===== config.mk =====
export PLATFORM = sky130hd
export DESIGN_NAME = pipe_hazard_ctrl
export DESIGN_NICKNAME = d
export VERILOG_FILES = /design/src/rtl/pipe_hazard_pkg.sv /design/src/rtl/pipe_sb_entry.sv /design/src/rtl/pipe_hazard_ctrl.sv
export SDC_FILE = /design/constraint.sdc
export NUM_CORES = 1
export LEC_CHECK = 0
export ABC_AREA = 1
export BUFFER_PORTS_ARGS = -buffer_cell sky130_fd_sc_hd__buf_2
export CAP_MARGIN = 20
export CORE_MARGIN = 4
export CORE_UTILIZATION = 40
export DETAILED_ROUTE_END_ITERATION = 7
export GPL_ROUTABILITY_DRIVEN = 0
export HOLD_SLACK_MARGIN = 0.1
export MAX_ROUTING_LAYER = met4
export PLACE_DENSITY = 0.71
export SLEW_MARGIN = 25
export SYNTH_ARGS = -nofsm -noshare
export SYNTH_HDL_FRONTEND = slang
export SYNTH_SLANG_ARGS = --single-unit
export TNS_END_PERCENT = 10

===== constraint.sdc =====
create_clock -name clk -period 1.1 [get_ports clk]
set_input_delay 0.055 -clock clk [delete_from_list [all_inputs] [get_ports clk]]
set_output_delay 0.055 -clock clk [all_outputs]
set_load 0.03 [all_outputs]

===== src/rtl/pipe_hazard_pkg.sv =====
// Shared definitions for the pipeline hazard scheduler: bypass select codes
// and the class flags carried by each scoreboard entry.
package pipe_hazard_pkg;

    typedef enum logic [1:0] {
        BYP_RF = 2'd0,
        BYP_X  = 2'd1,
        BYP_M  = 2'd2,
        BYP_W  = 2'd3
    } byp_sel_e;

    localparam int BYP_SEL_W = 2;

    typedef struct packed {
        logic is_load;
        logic is_mul;
    } sb_class_t;

    localparam int SB_CLASS_W = $bits(sb_class_t);

endpackage


===== src/rtl/pipe_sb_entry.sv =====
// One scoreboard entry (in-flight register write) with two source-match ports.
// Load has priority over clear; with neither asserted the entry holds.
module pipe_sb_entry
    import pipe_hazard_pkg::*;
#(
    parameter int RADDR_W = 5
) (
    input  logic               clk,
    input  logic               reset,
    input  logic               i_load,
    input  logic               i_clear,
    input  logic               i_val,
    input  logic [RADDR_W-1:0] i_waddr,
    input  sb_class_t          i_cls,
    input  logic               i_a_en,
    input  logic [RADDR_W-1:0] i_a_idx,
    input  logic               i_b_en,
    input  logic [RADDR_W-1:0] i_b_idx,
    output logic               o_val,
    output logic [RADDR_W-1:0] o_waddr,
    output sb_class_t          o_cls,
    output logic               o_a_match,
    output logic               o_b_match
);

    logic               r_val;
    logic [RADDR_W-1:0] r_waddr;
    logic [SB_CLASS_W-1:0] r_cls;

    // NOTE: state registers use non-blocking assignments so every entry samples
    // its neighbour's pre-edge value; blocking here would ripple X->M->W in one edge.
    always_ff @(posedge clk or negedge reset) begin
        if (!reset) begin
            r_val   <= 1'b0;
            r_waddr <= '0;
            r_cls   <= '0;
        end else if (i_load) begin
            r_val   <= i_val;
            r_waddr <= i_waddr;
            r_cls   <= i_cls;
        end else if (i_clear) begin
            r_val   <= 1'b0;
        end
    end

    assign o_val     = r_val;
    assign o_waddr   = r_waddr;
    assign o_cls     = sb_class_t'(r_cls);
    assign o_a_match = i_a_en && (i_a_idx != '0) && r_val && (r_waddr == i_a_idx);
    assign o_b_match = i_b_en && (i_b_idx != '0) && r_val && (r_waddr == i_b_idx);

endmodule


===== src/rtl/pipe_hazard_ctrl.sv =====
// Hazard scheduler for the 5-stage core: X/M/W write scoreboard, multiply busy
// counter, D/X stall and X squash generation, and D-stage bypass selects.
module pipe_hazard_ctrl
    import pipe_hazard_pkg::*;
#(
    parameter int MUL_LAT = 4,
    parameter int RADDR_W = 5
) (
    input  logic               clk,
    input  logic               reset,
    input  logic               d_val,
    input  logic               d_rs_en,
    input  logic               d_rt_en,
    input  logic [RADDR_W-1:0] d_rs,
    input  logic [RADDR_W-1:0] d_rt,
    input  logic               d_wen,
    input  logic [RADDR_W-1:0] d_waddr,
    input  logic               d_is_load,
    input  logic               d_is_mul,
    input  logic               d_go,
    input  logic               x_go,
    input  logic               m_go,
    input  logic               w_go,
    input  logic               x_br_taken,
    output logic               d_stall,
    output logic               x_stall,
    output logic               x_squash,
    output logic [1:0]         d_rs_byp,
    output logic [1:0]         d_rt_byp
);

    localparam int MCNT_W = $clog2(MUL_LAT);

    logic [MCNT_W-1:0]  r_mcnt;

    // Index 0/1/2 = X/M/W entry; each loads from the stage before it.
    logic               w_ld      [3];
    logic               w_clr     [3];
    logic               w_src_val [3];
    logic [RADDR_W-1:0] w_src_adr [3];
    sb_class_t          w_src_cls [3];
    logic               w_val     [3];
    logic [RADDR_W-1:0] w_waddr   [3];
    sb_class_t          w_cls     [3];
    logic               w_rs_hit  [3];
    logic               w_rt_hit  [3];

    byp_sel_e           w_rs_sel;
    byp_sel_e           w_rt_sel;
    logic               w_x_hold;

    always_comb begin
        w_ld[0]      = d_go;
        w_ld[1]      = x_go;
        w_ld[2]      = m_go;
        w_clr[0]     = x_go;
        w_clr[1]     = m_go;
        w_clr[2]     = w_go;
        w_src_val[0] = d_wen && (d_waddr != '0);
        w_src_adr[0] = d_waddr;
        w_src_cls[0] = '{is_load: d_is_load, is_mul: d_is_mul};
        w_src_val[1] = w_val[0];
        w_src_adr[1] = w_waddr[0];
        w_src_cls[1] = w_cls[0];
        w_src_val[2] = w_val[1];
        w_src_adr[2] = w_waddr[1];
        w_src_cls[2] = w_cls[1];
    end

    for (genvar g = 0; g < 3; g++) begin : g_sb
        pipe_sb_entry #(.RADDR_W(RADDR_W)) u_entry (
            .clk       (clk),
            .reset     (reset),
            .i_load    (w_ld[g]),
            .i_clear   (w_clr[g]),
            .i_val     (w_src_val[g]),
            .i_waddr   (w_src_adr[g]),
            .i_cls     (w_src_cls[g]),
            .i_a_en    (d_rs_en),
            .i_a_idx   (d_rs),
            .i_b_en    (d_rt_en),
            .i_b_idx   (d_rt),
            .o_val     (w_val[g]),
            .o_waddr   (w_waddr[g]),
            .o_cls     (w_cls[g]),
            .o_a_match (w_rs_hit[g]),
            .o_b_match (w_rt_hit[g])
        );
    end

    // A new multiply reloads the count even if one is still running.
    always_ff @(posedge clk or negedge reset) begin
        if (!reset) begin
            r_mcnt <= '0;
        end else if (d_go && d_is_mul) begin
            r_mcnt <= MCNT_W'(MUL_LAT - 1);
        end else if (r_mcnt != '0) begin
            r_mcnt <= r_mcnt - MCNT_W'(1);
        end
    end

    // NOTE: every always_comb output gets a default first so no path leaves it
    // unassigned, which would otherwise infer a latch.
    always_comb begin
        w_rs_sel = BYP_RF;
        w_rt_sel = BYP_RF;
        if (w_rs_hit[2]) w_rs_sel = BYP_W;
        if (w_rs_hit[1]) w_rs_sel = BYP_M;
        if (w_rs_hit[0]) w_rs_sel = BYP_X;
        if (w_rt_hit[2]) w_rt_sel = BYP_W;
        if (w_rt_hit[1]) w_rt_sel = BYP_M;
        if (w_rt_hit[0]) w_rt_sel = BYP_X;
    end

    // Only a result still being produced in X can't be forwarded yet.
    assign w_x_hold = w_cls[0].is_load || (w_cls[0].is_mul && (r_mcnt != '0));

    assign d_stall  = d_val && w_x_hold && ((w_rs_sel == BYP_X) || (w_rt_sel == BYP_X));
    assign x_stall  = (r_mcnt != '0);
    assign x_squash = x_br_taken;
    assign d_rs_byp = w_rs_sel;
    assign d_rt_byp = w_rt_sel;

endmodule


==> results of run 1 <==
==> per-layer routing <==
metal	vias up	wire length [µm]
met5	-	0
met4	0	77
met3	7	201
met2	47	1950
met1	743	1820
li1	843	-
==> worst reg2reg max path, delay by kind of cell (launching register included) <==
| family | cells | cell delay (ns) |
|---|---|---|
| adders and majority gates | 1 | 0.14 |
| buffers and inverters | 3 | 0.22 |
| DFF | 1 | 0.39 |
| and+or+nand+nor | 2 | 0.13 |
==> registers in the layout (all words and copies together) (netlist names) <==
register and flops:
r_mcnt 2, g_sb.u_entry.o_cls 2, g_sb.u_entry.o_val 3, g_sb.u_entry.o_waddr 15
==> where the power goes <==
group | total, mW | switching [mW] | internal (mW)
logic | 0.921 | 0.511 | 0.410
registers | 1.01 | 0.0894 | 0.924
clock network | 0.589 | 0.269 | 0.320
total | 2.52 | 0.869 | 1.65
==> cells in the final DEF (no fill, tap or decap), drive strengths merged <==
cell and n:
a21oi 13, o21ai 22, clkbuf 4, nor4 1, nor2 15, buf 51, nand2 98, inv 39
ha 1, nand3 15, o211ai 1, clkinv 1, o31ai 2, dfrtp 22, dlygate4sd3 10
==> cell families after synthesis <==
kind of cell,Yosys count,share of synthesized area
flip-flops,22,0.371
AND/OR/NAND/NOR,129,0.364
AO/OA/AOI/OAI,38,0.143
buffers and inverters,44,0.114
adder cells (fa/ha/maj),1,0.00842
==> final cells by class <==
class                   instances  area share
flip-flops and latches         22       0.261
multi-input cells             168       0.403
inverters                      40      0.0723
repair buffers                 61       0.210
well taps                      46      0.0273
clock buffers                   4      0.0261
==> per-stage QoR <==
step / utilization / setup TNS [ns] / hold slack (ns)
after floorplan: - / -0.0876 / -0.241
after global placement: 0.534 / -0.906 / 0.0533
after detailed placement: 0.534 / -0.987 / 0.0542
after CTS: 0.602 / -2.27 / 0.110
after global routing: 0.609 / -2.78 / 0.110
final: 0.609 / -2.20 / 0.110
==> timing repair <==
action                     4_1_cts  5_1_grt
pin swaps                        6        7
hold endpoints to repair        33        0
hold buffers                    10        0
setup endpoints to repair        6        6
gates resized for setup         29        9
==> how the worst min path moves through the flow <==
stage                                                  end  slack, ns
CTS                                               x_squash       0.11
finish                                            x_squash       0.11
global route                                      x_squash       0.11
floorplan             g_sb[0].u_entry.o_cls[0]$_DFFE_PN0P_      -0.24
detailed placement  g_sb[2].u_entry.o_waddr[2]$_DFFE_PN0P_       0.05
global placement    g_sb[2].u_entry.o_waddr[2]$_DFFE_PN0P_       0.05
==> impl_metrics.tcl, run 1 <==
set metrics [dict create \
    die_area_mm2 0.00475 \
    worst_ep_required_time_ns 1.04 \
    multiInputGateArea_um2 851 \
    startpoint "g_sb[2].u_entry.o_waddr[4]$_DFFE_PN0P_" \
    clockRootBuffer "clkbuf_8" \
    setup.worst_path.end "d_rs_byp[0]" \
    h-tree-depth 1 \
    placed_cells 327 \
    yosysMostFrequentCell "nand2_1" \
    core_area_mm2 0.00347 \
    max_slew_margin 0.663 \
    r2r_cells 6 \
    cts_tree "built" \
    drive_gt1_frac 0.342 \
    synth_area_leader_cell "dfrtp_1" \
    synthesis.area_mm2 0.00149 \
    hold_viol 0 \
    die_y_um 68.9 \
    antenna_found_initial 0 \
    num_rows 21 \
    rsz0062_at_grt "yes" \
    placed_cell_area_mm2 0.00185 \
    stdcell_count 341 \
    grt_use_met1 0.253 \
    cp-end-kind "primary output" \
    crit_arrival_ns 1.47 \
    synthTopCellsByCount "nand2_1, inv_1, dfrtp_1" \
    antennaDiodeCount 0 \
    fin_area_mm2 0.00211 \
    grt_max_degree 23 \
    dp_slack_ns -0.205 \
    overflow 0 \
    slew_viol_final 0 \
    cp_slowest_cell "dfrtp_1" \
    startpoint_type "register" \
    first_pass_iters 4 \
    post-dp-hpwl_um 3120 \
    gr-usage-met3 0.0211 \
    postCtsSetupBuffers 0 \
    synth_edf_count 0 \
    synth.distinct_cells 20 \
    path_cells "inv_2 > nand2_1 > nand2_1 > nand2_2 > nor2_4 > nand3_4 > inv_2 > nand2_1 > nand2_1 > buf_6" \
    crit_top_cell "nand2_1" \
    r2r_start "r_mcnt[0]$_DFFE_PN0P_" \
    grt-busiest-layer "met2" \
    cts-buffers-inserted 3 \
    status "complete, but fails checks" \
    final-seq-area_um2 551 \
    hp-start "x_br_taken" \
    start_util 0.428 \
    fin_crit_ns 1.53 \
    synthTopCellsByArea "dfrtp_1, nand2_1, o21ai_0, inv_1, nand3_1" \
    cts_sinks 22 \
    synth_cells 234 \
    crit_family "simple AND/OR/NAND/NOR gates" \
    fin_worst_skew_ns 0.00106 \
    grt_pass1_wl_um 6780 \
    yosysWarnings 0 \
    holdPathStages 0 \
    violations "setup timing" \
    clock_latency_ns 0.27 \
    ys.flop_type "dfrtp_1" \
    cap_violations 0 \
    path_clk_slew_ns 0.08 \
    track_usage 0.201 \
    tightest_slew_ns 0.505 \
    fin_crit_sh 1.39 \
    drt-initial-drc-count 84 \
    reg2reg_to "r_mcnt[0]$_DFFE_PN0P_" \
    power_leakage_nw 1.11 \
    port_buffers 32 \
    irDropWorstVdd_mv 1.04 \
    vias 1640 \
    setup_viol 6 \
    io_pins 35 \
    cp_slowest_stage_delay_ns 0.41 \
    synth_top_cell_area_share 0.371 \
    area_growth_pct 42.1 \
    fp.dieW_um 68.9 \
    crit_cells 10 \
    avgSynthCellArea_um2 6.35 \
    num-fill-cells 334 \
    path_buf_inv 3 \
    critical_path_class "register to primary output" \
    synth_seq_area_share 0.371 \
    num-nets-final 325 \
    r2r_slack_ns 0.12 \
    clock_path_buffers 2 \
    via_per_inst 4.81 \
    ant_nets 0 \
    finalWorstSetupSlack_ns -0.428 \
    drc_errors 0 \
    syn_nets 263 \
    p_total_mw 2.52 \
    grt.met2_usage 0.325 \
    hp-class "input pin to primary output" \
    async_flop_share 1.00 \
    path_max_fanout 3 \
    routed_wl_um 4050 \
    avgRoutedWirePerCell_um 11.9 \
    power.density_mw_per_mm2 1200 \
    fmax_ghz 0.655 \
    grt_pass1_vias 1594 \
    yosys_register_bits 22 \
]
(Power assumes the default switching activity.)
==> run 2, diff against run 1 <==
Settings changed: REMOVE_ABC_BUFFERS set to 1, SKIP_CTS_REPAIR_TIMING set to 1.
==> impl_metrics.tcl, run 2 (same netlist as run 1, synthesis figures left out) <==
set metrics [dict create \
    io_pins 35 \
    power_leakage_nw 1.13 \
    setup_viol 6 \
    cts_tree "built" \
    tightest_slew_ns 0.498 \
    p_clk_frac 0.288 \
    die_y_um 68.9 \
    power.density_mw_per_mm2 1270 \
    fp.dieW_um 68.9 \
    startpoint_type "register" \
    overflow 0 \
    fmax_ghz 0.641 \
    grt_use_met1 0.259 \
    h-tree-depth 1 \
    clock_path_buffers 2 \
    via_per_inst 4.79 \
    seqPwrFrac 0.381 \
    antenna_found_initial 0 \
    cp-end-kind "primary output" \
    fin_worst_skew_ns 0.00629 \
    port_buffers 32 \
    status "complete, but fails checks" \
    power.share.switching 0.316 \
    path_max_fanout 4 \
    die_area_mm2 0.00475 \
    gr-usage-met3 0.0211 \
    cp_slowest_cell "dfrtp_1" \
    rsz0062_at_grt "yes" \
    clockRootBuffer "clkbuf_8" \
    start_util 0.428 \
    num_rows 21 \
    clock_latency_ns 0.27 \
    slew_viol_final 0 \
    hold_viol 0 \
    antennaDiodeCount 0 \
    routed_wl_um 4050 \
    layout_commonest_cell "nand2_1" \
    hold_slack_ns 0.0957 \
    fin_area_mm2 0.00208 \
    irDropWorstVdd_mv 0.891 \
    vias 1649 \
    cap_violations 0 \
    hp-class "input pin to register" \
    critical_path_class "register to primary output" \
    post-dp-hpwl_um 3120 \
    crit_arrival_ns 1.50 \
    track_usage 0.188 \
    fin_crit_ns 1.56 \
    grt_pass1_vias 1505 \
    cp_slowest_stage_delay_ns 0.43 \
    max_slew_margin 0.668 \
    num-nets-final 328 \
    netSwitchingPower_mw 0.834 \
    power.internal_mw 1.81 \
    violations "setup timing" \
    holdPathStages 3 \
    core_area_mm2 0.00347 \
    drt-initial-drc-count 127 \
    cts-buffers-inserted 3 \
    grt_pass1_wl_um 6470 \
    finalWorstSetupSlack_ns -0.460 \
    area_growth_pct 40.0 \
    placed_cell_area_mm2 0.00183 \
    avgRoutedWirePerCell_um 11.8 \
    path_clk_slew_ns 0.08 \
    grt_max_degree 23 \
    first_pass_iters 4 \
    cts_sinks 22 \
    grt-busiest-layer "met2" \
    ant_nets 0 \
    fin_crit_sh 1.42 \
    r2r_cells 6 \
    power_frac_comb 0.331 \
    drive_gt1_frac 0.319 \
    worst_ep_required_time_ns 1.04 \
    drc_errors 0 \
    grt.met2_usage 0.277 \
    path_cells "inv_2 > nand2_1 > nand3_1 > nor2_2 > nand3_2 > a21oi_2 > buf_6" \
    largest_reg_flops 15 \
    layout_common_cells "nand2_1, buf_2, dfrtp_1" \
]
## run 2: cell count changes in the layout (fill, tap and decap cells not counted), moves of 2 or more
cell / previous run / this run
a21oi_4: 3 / 0
buf_4: 18 / 21
nor2_2: 6 / 4
nand2_2: 3 / 1
nand3_1: 7 / 9
a21oi_2: 3 / 7
inv_2: 20 / 17
inv_1: 18 / 20
nor2_1: 8 / 11
nand2_1: 95 / 97
## run 2: final timing paths
path	slack (ns)	end	start
setup / recovery	-0.46	d_stall	g_sb[0].u_entry.o_waddr[0]$_DFFE_PN0P_
hold / removal	0.1	g_sb[0].u_entry.o_val$_DFFE_PN0P_	d_waddr[1]
setup reg to reg	0.07	r_mcnt[0]$_DFFE_PN0P_	r_mcnt[1]$_DFFE_PN0P_
hold reg to reg	0.51	r_mcnt[1]$_DFFE_PN0P_	r_mcnt[1]$_DFFE_PN0P_
max in group asynchronous	0.48	g_sb[1].u_entry.o_val$_DFFE_PN0P_	reset
min in group asynchronous	0.28	g_sb[2].u_entry.o_waddr[1]$_DFFE_PN0P_	reset
## run 2: final cells by class
cell class	instances	area, µm²
Clock buffer	3	41.3
Clock inverter	1	30.0
Fill cell	343	1390
Inverter	40	153
Multi-Input combinational cell	168	787
Sequential cell	22	551
Tap cell	46	57.6
Timing Repair Buffer	64	460
## run 2: power groups by stage
stage / Sequential, mW / Combinational (mW) / Clock, mW
5_1_grt: 1.02 / 0.984 / 0.822
3_5_place_dp: 1.02 / 0.757 / 0
6_report: 1.01 / 0.874 / 0.760
3_3_place_gp: 1.01 / 0.740 / 0
2_1_floorplan: 1.00 / 0.432 / 0
4_1_cts: 0.999 / 0.760 / 0.772
## run 2: per-stage QoR
step / setup TNS [ns] / total power, mW / setup slack, ns / instances / utilization
2_1_floorplan: -0.376 / 1.43 / -0.251 / 230 / -
3_3_place_gp: -0.702 / 1.75 / -0.201 / 327 / 0.527
3_5_place_dp: -0.725 / 1.77 / -0.207 / 327 / 0.527
4_1_cts: -2.50 / 2.53 / -0.519 / 331 / 0.547
5_1_grt: -2.85 / 2.83 / -0.538 / 344 / 0.600
6_report: -2.31 / 2.64 / -0.460 / 344 / 0.600
## run 2: worst max-delay path: cells and delay by family, from the launching register on
| family | cells | cell delay, ns |
|---|---|---|
| buffers and inverters | 2 | 0.22 |
| AOI/OAI and AO/OA | 1 | 0.18 |
| DFF | 1 | 0.43 |
| and+or+nand+nor | 4 | 0.41 |
## run 2: per-layer routing
metal | up-vias | part of all wire
li1 | 848 | -
met4 | 0 | 0.019
met3 | 9 | 0.060
met2 | 58 | 0.46
met5 | - | 0
met1 | 734 | 0.46
